==> src/rtl/eth_pkg.sv <==
// Shared Ethernet CRC-32 constants, RX FCS checker state type and the byte-wide CRC step used by both RX and TX.
package eth_pkg;

  localparam logic [31:0] CRC_POLY    = 32'h04C11DB7;
  localparam logic [31:0] CRC_INIT    = 32'hFFFFFFFF;
  localparam logic [31:0] CRC_RESIDUE = 32'hC704DD7B;
  localparam int          FCS_LEN     = 4;

  typedef enum logic {IDLE, FRAME} rx_fcs_state_e;

  // Bits enter LSB first (wire order) into an MSB-out shift register.
  function automatic logic [31:0] crc32_byte_update(input logic [31:0] crc, input logic [7:0] data);
    logic [31:0] c;
    logic        fb;
    c = crc;
    for (int i = 0; i < 8; i++) begin
      fb = c[31] ^ data[i];
      c  = {c[30:0], 1'b0} ^ (fb ? CRC_POLY : 32'h0);
    end
    return c;
  endfunction

endpackage

==> src/rtl/eth_rx_holdback.sv <==
// Byte/valid shift register of DEPTH entries with flush; head_* is the entry that leaves on the next shift.
// DEPTH = 0 degenerates to a pass-through where the incoming byte is itself the head.
module eth_rx_holdback #(
  parameter int DEPTH  = 4,
  parameter int DATA_W = 8
) (
  input  logic              clk,
  input  logic              reset,
  input  logic              shift,
  input  logic              flush,
  input  logic [DATA_W-1:0] din,
  output logic              head_valid,
  output logic [DATA_W-1:0] head_data
);

  generate
    if (DEPTH == 0) begin : g_bypass
      logic unused_ok;
      assign head_valid = 1'b1;
      assign head_data  = din;
      assign unused_ok  = ^{clk, reset, shift, flush};
    end else begin : g_shift
      logic [DATA_W-1:0] data_q [DEPTH];
      logic [DEPTH-1:0]  vld_q;

      // Flush wins over shift so the byte arriving with the flush is discarded too.
      always_ff @(posedge clk or posedge reset) begin
        if (reset) begin
          vld_q <= '0;
        end else if (flush) begin
          vld_q <= '0;
        end else if (shift) begin
          vld_q[0] <= 1'b1;
          for (int i = 1; i < DEPTH; i++) vld_q[i] <= vld_q[i-1];
        end
      end

      always_ff @(posedge clk) begin
        if (shift) begin
          data_q[0] <= din;
          for (int i = 1; i < DEPTH; i++) data_q[i] <= data_q[i-1];
        end
      end

      assign head_valid = vld_q[DEPTH-1];
      assign head_data  = data_q[DEPTH-1];
    end
  endgenerate

endmodule

==> src/rtl/eth_rx_fcs_check.sv <==
// RX FCS checker: CRC-32 over each frame incl. FCS, residue check, length/PHY-error status.
// Macro ETH_RX_FCS_STRIP_EN strips the FCS via a 4-byte hold-back; otherwise every byte is forwarded.
module eth_rx_fcs_check
  import eth_pkg::*;
#(
  parameter int MIN_FRAME_LEN = 64,
  parameter int MAX_FRAME_LEN = 1518,
  parameter int CNT_WIDTH     = 14
) (
  input  logic                 clk,
  input  logic                 reset,
  input  logic                 in_valid,
  input  logic [7:0]           in_data,
  input  logic                 in_last,
  input  logic                 in_error,
  output logic                 out_valid,
  output logic [7:0]           out_data,
  output logic                 out_last,
  output logic                 stat_valid,
  output logic                 stat_fcs_ok,
  output logic                 stat_len_err,
  output logic                 stat_phy_err,
  output logic [CNT_WIDTH-1:0] stat_len
);

`ifdef ETH_RX_FCS_STRIP_EN
  localparam int HOLD_DEPTH = FCS_LEN;
`else
  localparam int HOLD_DEPTH = 0;
`endif

  rx_fcs_state_e        state_q, state_d;
  logic [31:0]          crc_q, crc_base, crc_next;
  logic [CNT_WIDTH-1:0] cnt_q, cnt_base, cnt_next;
  logic                 phy_q, phy_next;
  logic                 first, frame_end, head_valid, pop;
  logic [7:0]           head_data;

  // First byte of a frame starts from fresh accumulators, never the stale ones.
  assign first     = (state_q == IDLE);
  assign frame_end = in_valid && in_last;
  assign crc_base  = first ? CRC_INIT : crc_q;
  assign crc_next  = crc32_byte_update(crc_base, in_data);
  assign cnt_base  = first ? '0 : cnt_q;
  assign cnt_next  = (cnt_base == '1) ? cnt_base : cnt_base + CNT_WIDTH'(1);
  assign phy_next  = (first ? 1'b0 : phy_q) | in_error;
  assign pop       = in_valid && head_valid;

  eth_rx_holdback #(
    .DEPTH (HOLD_DEPTH),
    .DATA_W(8)
  ) u_holdback (
    .clk       (clk),
    .reset     (reset),
    .shift     (in_valid),
    .flush     (frame_end),
    .din       (in_data),
    .head_valid(head_valid),
    .head_data (head_data)
  );

  always_ff @(posedge clk or posedge reset) begin
    if (reset) state_q <= IDLE;
    else       state_q <= state_d;
  end

  always_comb begin
    state_d = state_q;
    case (state_q)
      IDLE:    if (in_valid && !in_last) state_d = FRAME;
      FRAME:   if (frame_end)            state_d = IDLE;
      default: state_d = IDLE;
    endcase
  end

  always_ff @(posedge clk or posedge reset) begin
    if (reset) begin
      crc_q        <= CRC_INIT;
      cnt_q        <= '0;
      phy_q        <= 1'b0;
      out_valid    <= 1'b0;
      out_data     <= '0;
      out_last     <= 1'b0;
      stat_valid   <= 1'b0;
      stat_fcs_ok  <= 1'b0;
      stat_len_err <= 1'b0;
      stat_phy_err <= 1'b0;
      stat_len     <= '0;
    end else begin
      out_valid  <= pop;
      out_last   <= pop && in_last;
      stat_valid <= frame_end;
      if (pop) out_data <= head_data;
      if (in_valid) begin
        crc_q <= crc_next;
        cnt_q <= cnt_next;
        phy_q <= phy_next;
      end
      if (frame_end) begin
        stat_fcs_ok  <= (crc_next == CRC_RESIDUE);
        stat_len_err <= (cnt_next < CNT_WIDTH'(MIN_FRAME_LEN)) ||
                        (cnt_next > CNT_WIDTH'(MAX_FRAME_LEN));
        stat_phy_err <= phy_next;
        stat_len     <= cnt_next;
      end
    end
  end

endmodule

==> config.mk <==
export PLATFORM = sky130hd
export DESIGN_NAME = eth_rx_fcs_check
export DESIGN_NICKNAME = d
export VERILOG_FILES = /design/src/rtl/eth_pkg.sv /design/src/rtl/eth_rx_holdback.sv /design/src/rtl/eth_rx_fcs_check.sv
export SDC_FILE = /design/constraint.sdc
export NUM_CORES = 1
export LEC_CHECK = 0
export ABC_AREA = 1
export CORE_AREA = 3 3 107 109
export DETAILED_ROUTE_END_ITERATION = 7
export DIE_AREA = 0 0 110 112
export GPL_TIMING_DRIVEN = 0
export PLACE_DENSITY = 0.78
export SETUP_SLACK_MARGIN = 0.15
export SKIP_LAST_GASP = 1
export SYNTH_ARGS = -nofsm -noshare
export SYNTH_HDL_FRONTEND = slang
export SYNTH_HIERARCHICAL = 1
export SYNTH_SLANG_ARGS = --single-unit
==> constraint.sdc <==
create_clock -name clk -period 2.6 [get_ports clk]
set_input_delay 0.26 -clock clk [delete_from_list [all_inputs] [get_ports clk]]
set_output_delay 0.26 -clock clk [all_outputs]
set_load 0.01 [all_outputs]
==> results.yml <==
die:
  initial_core_util_pct: 46.1
  die_area_um2: 12300
  pin_count: 41
  num_rows: 38
  die_h_um: 112
  core_area_um2: 10700
  die-width_um: 110
sta:
  rsz0062_at_grt: "yes"
  finalCritPeriodShare_pct: 92.4
  fmax_mhz: 416
  slew_headroom_pct: 54.7
  fin_crit_ps: 2400
  tightest_slew_ps: 679
  fin_worst_skew_ps: 10.5
  fin_tns_setup_ps: 0
  hold_viol_final: 0
  worst_slack_ps: 199
  finalSetupViolCount: 0
  drv_slew: 0
synthesis:
  synth_flop_cell: "dfrtp_1"
  synth-adder-area-share_pct: 0.507
  yosysWarnings: 6
  ys_types: 36
  synthMuxAreaShare_pct: 0
  ys_async_sr_fraction_pct: 100
  syn_area_per_cell_um2: 6.94
  seq_area_frac_synth_pct: 39.4
  synthesis.instances: 711
  synthXorXnorAreaFrac_pct: 5.68
  synth_compound_area_share_pct: 6.87
  synth-edff-count: 0
  ys_seq_elements: 76
  synth_top_family_by_area: "simple AND/OR/NAND/NOR gates"
  synth-simple-area-share_pct: 38.4
  synth_nets: 726
  syn_area_um2: 4930
cts:
  clockBufferDepth: 2
  cts_max_level: 3
  clock-sinks: 76
  worstSkewPairLatency_ps: 360
  ctsHoldBuffers: 0
  numCtsBuffers: 9
  clock-root-buffer: "clkbuf_8"
  path_clk_slew_ps: 90
  cts_tree: "built"
setup_path:
  rr_worst_depth: 17
  startpoint_type: "flop"
  worstPathMaxFanout: 10
  worstSetupEndpointType: "flop"
  crit_required_ps: 2850
  r2r_end: "stat_len_err"
  crit_type: "reg -> reg"
  cp.arrival_ps: 2650
  reg2reg_setup_slack_ps: 200
route:
  dr.pass1.iters: 5
  routed_wirelength_mm: 13.8
  via_per_inst: 5.19
  ant_nets: 0
  drt_iter0_drc: 370
  routedWlPerCell_um: 15.0
  vias: 4796
  drc_errors: 0
finish:
  final_cells: 924
  utilization_pct: 55.9
  fill_cells: 1045
  seq_area_um2: 1940
  multi_input_area_um2: 2660
  diodes: 0
  drive_above_1_share_pct: 18.9
  fin_nets: 794
  area_delta_synth_final_pct: 21.1
worst_hold_path:
  hold_path_class: "in -> async"
power:
  p_leak_uw: 0.00297
  comb_power_share_pct: 50.6
  peakVddDrop_uv: 361
  swShare_pct: 44.8
  power_uw: 5350
  p_int_uw: 2960
  power_switching_uw: 2400
  clkPwrFrac_pct: 15.8
  p_per_area_nw_per_um2: 896
  pwr-share-seq_pct: 33.7
grt:
  grt_use_met1_pct: 32.0
  grtUsageMet2_pct: 35.9
  grt-busiest-layer: "met2"
  grt_usage_pct: 23.5
  grt_max_degree: 66
  grt_pass1_vias: 4732
  met3_usage_pct: 4.29
  antenna_found_initial: 0
  grt-ovfl-total: 0
  grt_first_pass_wirelength_mm: 22.6
run:
  drv_cap: 0
place:
  place.gp.congestion: 0.948
  dp.cells: 891
  portBuffers: 39
  place_hpwl_mm: 9.92
  place_ws_ps: -138
outcome:
  status: "complete, no violations"
per-stage QoR:
stage / hold slack (ps) / instance area [um2]
after CTS: 157 / 5780
after global placement: 462 / 5500
after floorplan: 389 / 4930
final: 153 / 5980
after detailed placement: 464 / 5530
after global routing: 162 / 5980
cell families (layout without fill, tap and decap cells):
| group | count (synthesis) | after routing |
|---|---|---|
| compound gates | 63 | 63 |
| xor+xnor | 32 | 32 |
| fa+ha+maj | 2 | 2 |
| buf+inv | 97 | 169 |
| flops | 76 | 76 |
| other cells | 1 | 1 |
| simple gates | 440 | 441 |
power groups by stage:
stage | Clock [uW] | Sequential, uW | Combinational [uW]
after floorplan | 0 | 1800 | 1840
after global placement | 0 | 1800 | 2460
after detailed placement | 0 | 1820 | 2510
after CTS | 852 | 1800 | 2540
after global routing | 898 | 1840 | 3050
final | 844 | 1800 | 2710
flip-flops by register name, indices dropped and copies added, names as in the netlist, 8 cells and up, named ones only:
name / flops
stat_len: 14
cnt_q: 14
out_data: 8
crc_q: 32
how the worst max path moves through the flow:
| stage | from | to | slack [ps] | cells after the start |
|---|---|---|---|---|
| after floorplan | flop | stat_len_err | 370 | 17 |
| final | flop | stat_len_err | 200 | 17 |
| after global placement | reset | stat_len[6] | -800 | 2 |
| after CTS | flop | stat_len_err | 150 | 19 |
| after global routing | flop | stat_len_err | 110 | 17 |
| after detailed placement | flop | stat_len_err | -140 | 17 |
layer usage:
layer / routed length, um / vias up
met2: 6370 / 185
met3: 927 / 35
met4: 498 / 0
met5: 0 / -
met1: 6040 / 2234
li1: - / 2342
area by class of cell:
| class | count | share of cell area [%] |
|---|---|---|
| well taps | 140 | 2.93 |
| repair buffers | 56 | 9.07 |
| inverters | 67 | 4.38 |
| clock inverters | 5 | 0.607 |
| flip-flops and latches | 76 | 32.5 |
| plain buffers | 30 | 3.66 |
| clock buffers | 11 | 2.37 |
| multi-input cells | 539 | 44.5 |
cells in the final DEF, fill, tap and decap left out, drive strengths merged, types with 8 or more instances in the layout:
master	synthesis	layout
clkdlybuf4s50	0	39
xor2	23	23
buf	19	36
nand3b	8	8
clkbuf	11	22
dfstp	32	32
nand2	319	320
dfrtp	44	44
nand3	48	48
xnor2	9	9
a31oi	8	8
nor2	58	58
inv	65	66
o21ai	48	48
worst max-delay path: stages (launching register included):
cell and delay, ps:
dfrtp_1 350, buf_6 110, buf_12 120, buf_8 100, nand2_1 60, inv_2 90
ha_4 140, nand2_2 60, nor2_4 140, nand2_2 90, nor2_2 110, nand2_1 110
nand3_1 100, o211ai_1 150, nor2_2 230, nand3_1 90, nor2_1 160, a21oi_2 70
timing repair:
action | in CTS | in global routing
buffers inserted | 5 | 11
gates cloned | 0 | 1
pin swaps | 4 | 5
setup endpoints to repair | 5 | 7
endpoints found under the hold margin | 0 | 0
gates resized for setup | 10 | 30
synth_stat cells, types with 2 or more instances:
library cell | count | area (um2)
a21oi_1 | 3 | 15.0
clkbuf_1 | 11 | 41.3
dfrtp_1 | 44 | 1100
buf_1 | 2 | 7.51
dfstp_2 | 32 | 841
nand2_1 | 296 | 1110
buf_2 | 3 | 15.0
xor2_1 | 23 | 201
o21ai_0 | 48 | 240
inv_2 | 8 | 30.0
nand2_4 | 6 | 67.6
ha_1 | 2 | 25.0
buf_6 | 4 | 45.0
a31oi_1 | 8 | 50.1
nor3_1 | 3 | 15.0
inv_1 | 56 | 210
buf_4 | 9 | 67.6
nand3_2 | 2 | 20.0
nor2_2 | 2 | 12.5
xnor2_1 | 9 | 78.8
nand4_1 | 3 | 18.8
nand3b_1 | 7 | 52.6
nand3_1 | 46 | 230
nand2_2 | 17 | 106
nor2_1 | 53 | 199
nor2_4 | 3 | 33.8
clkinv_1 | 2 | 7.51
(Power assumes the default switching activity.)
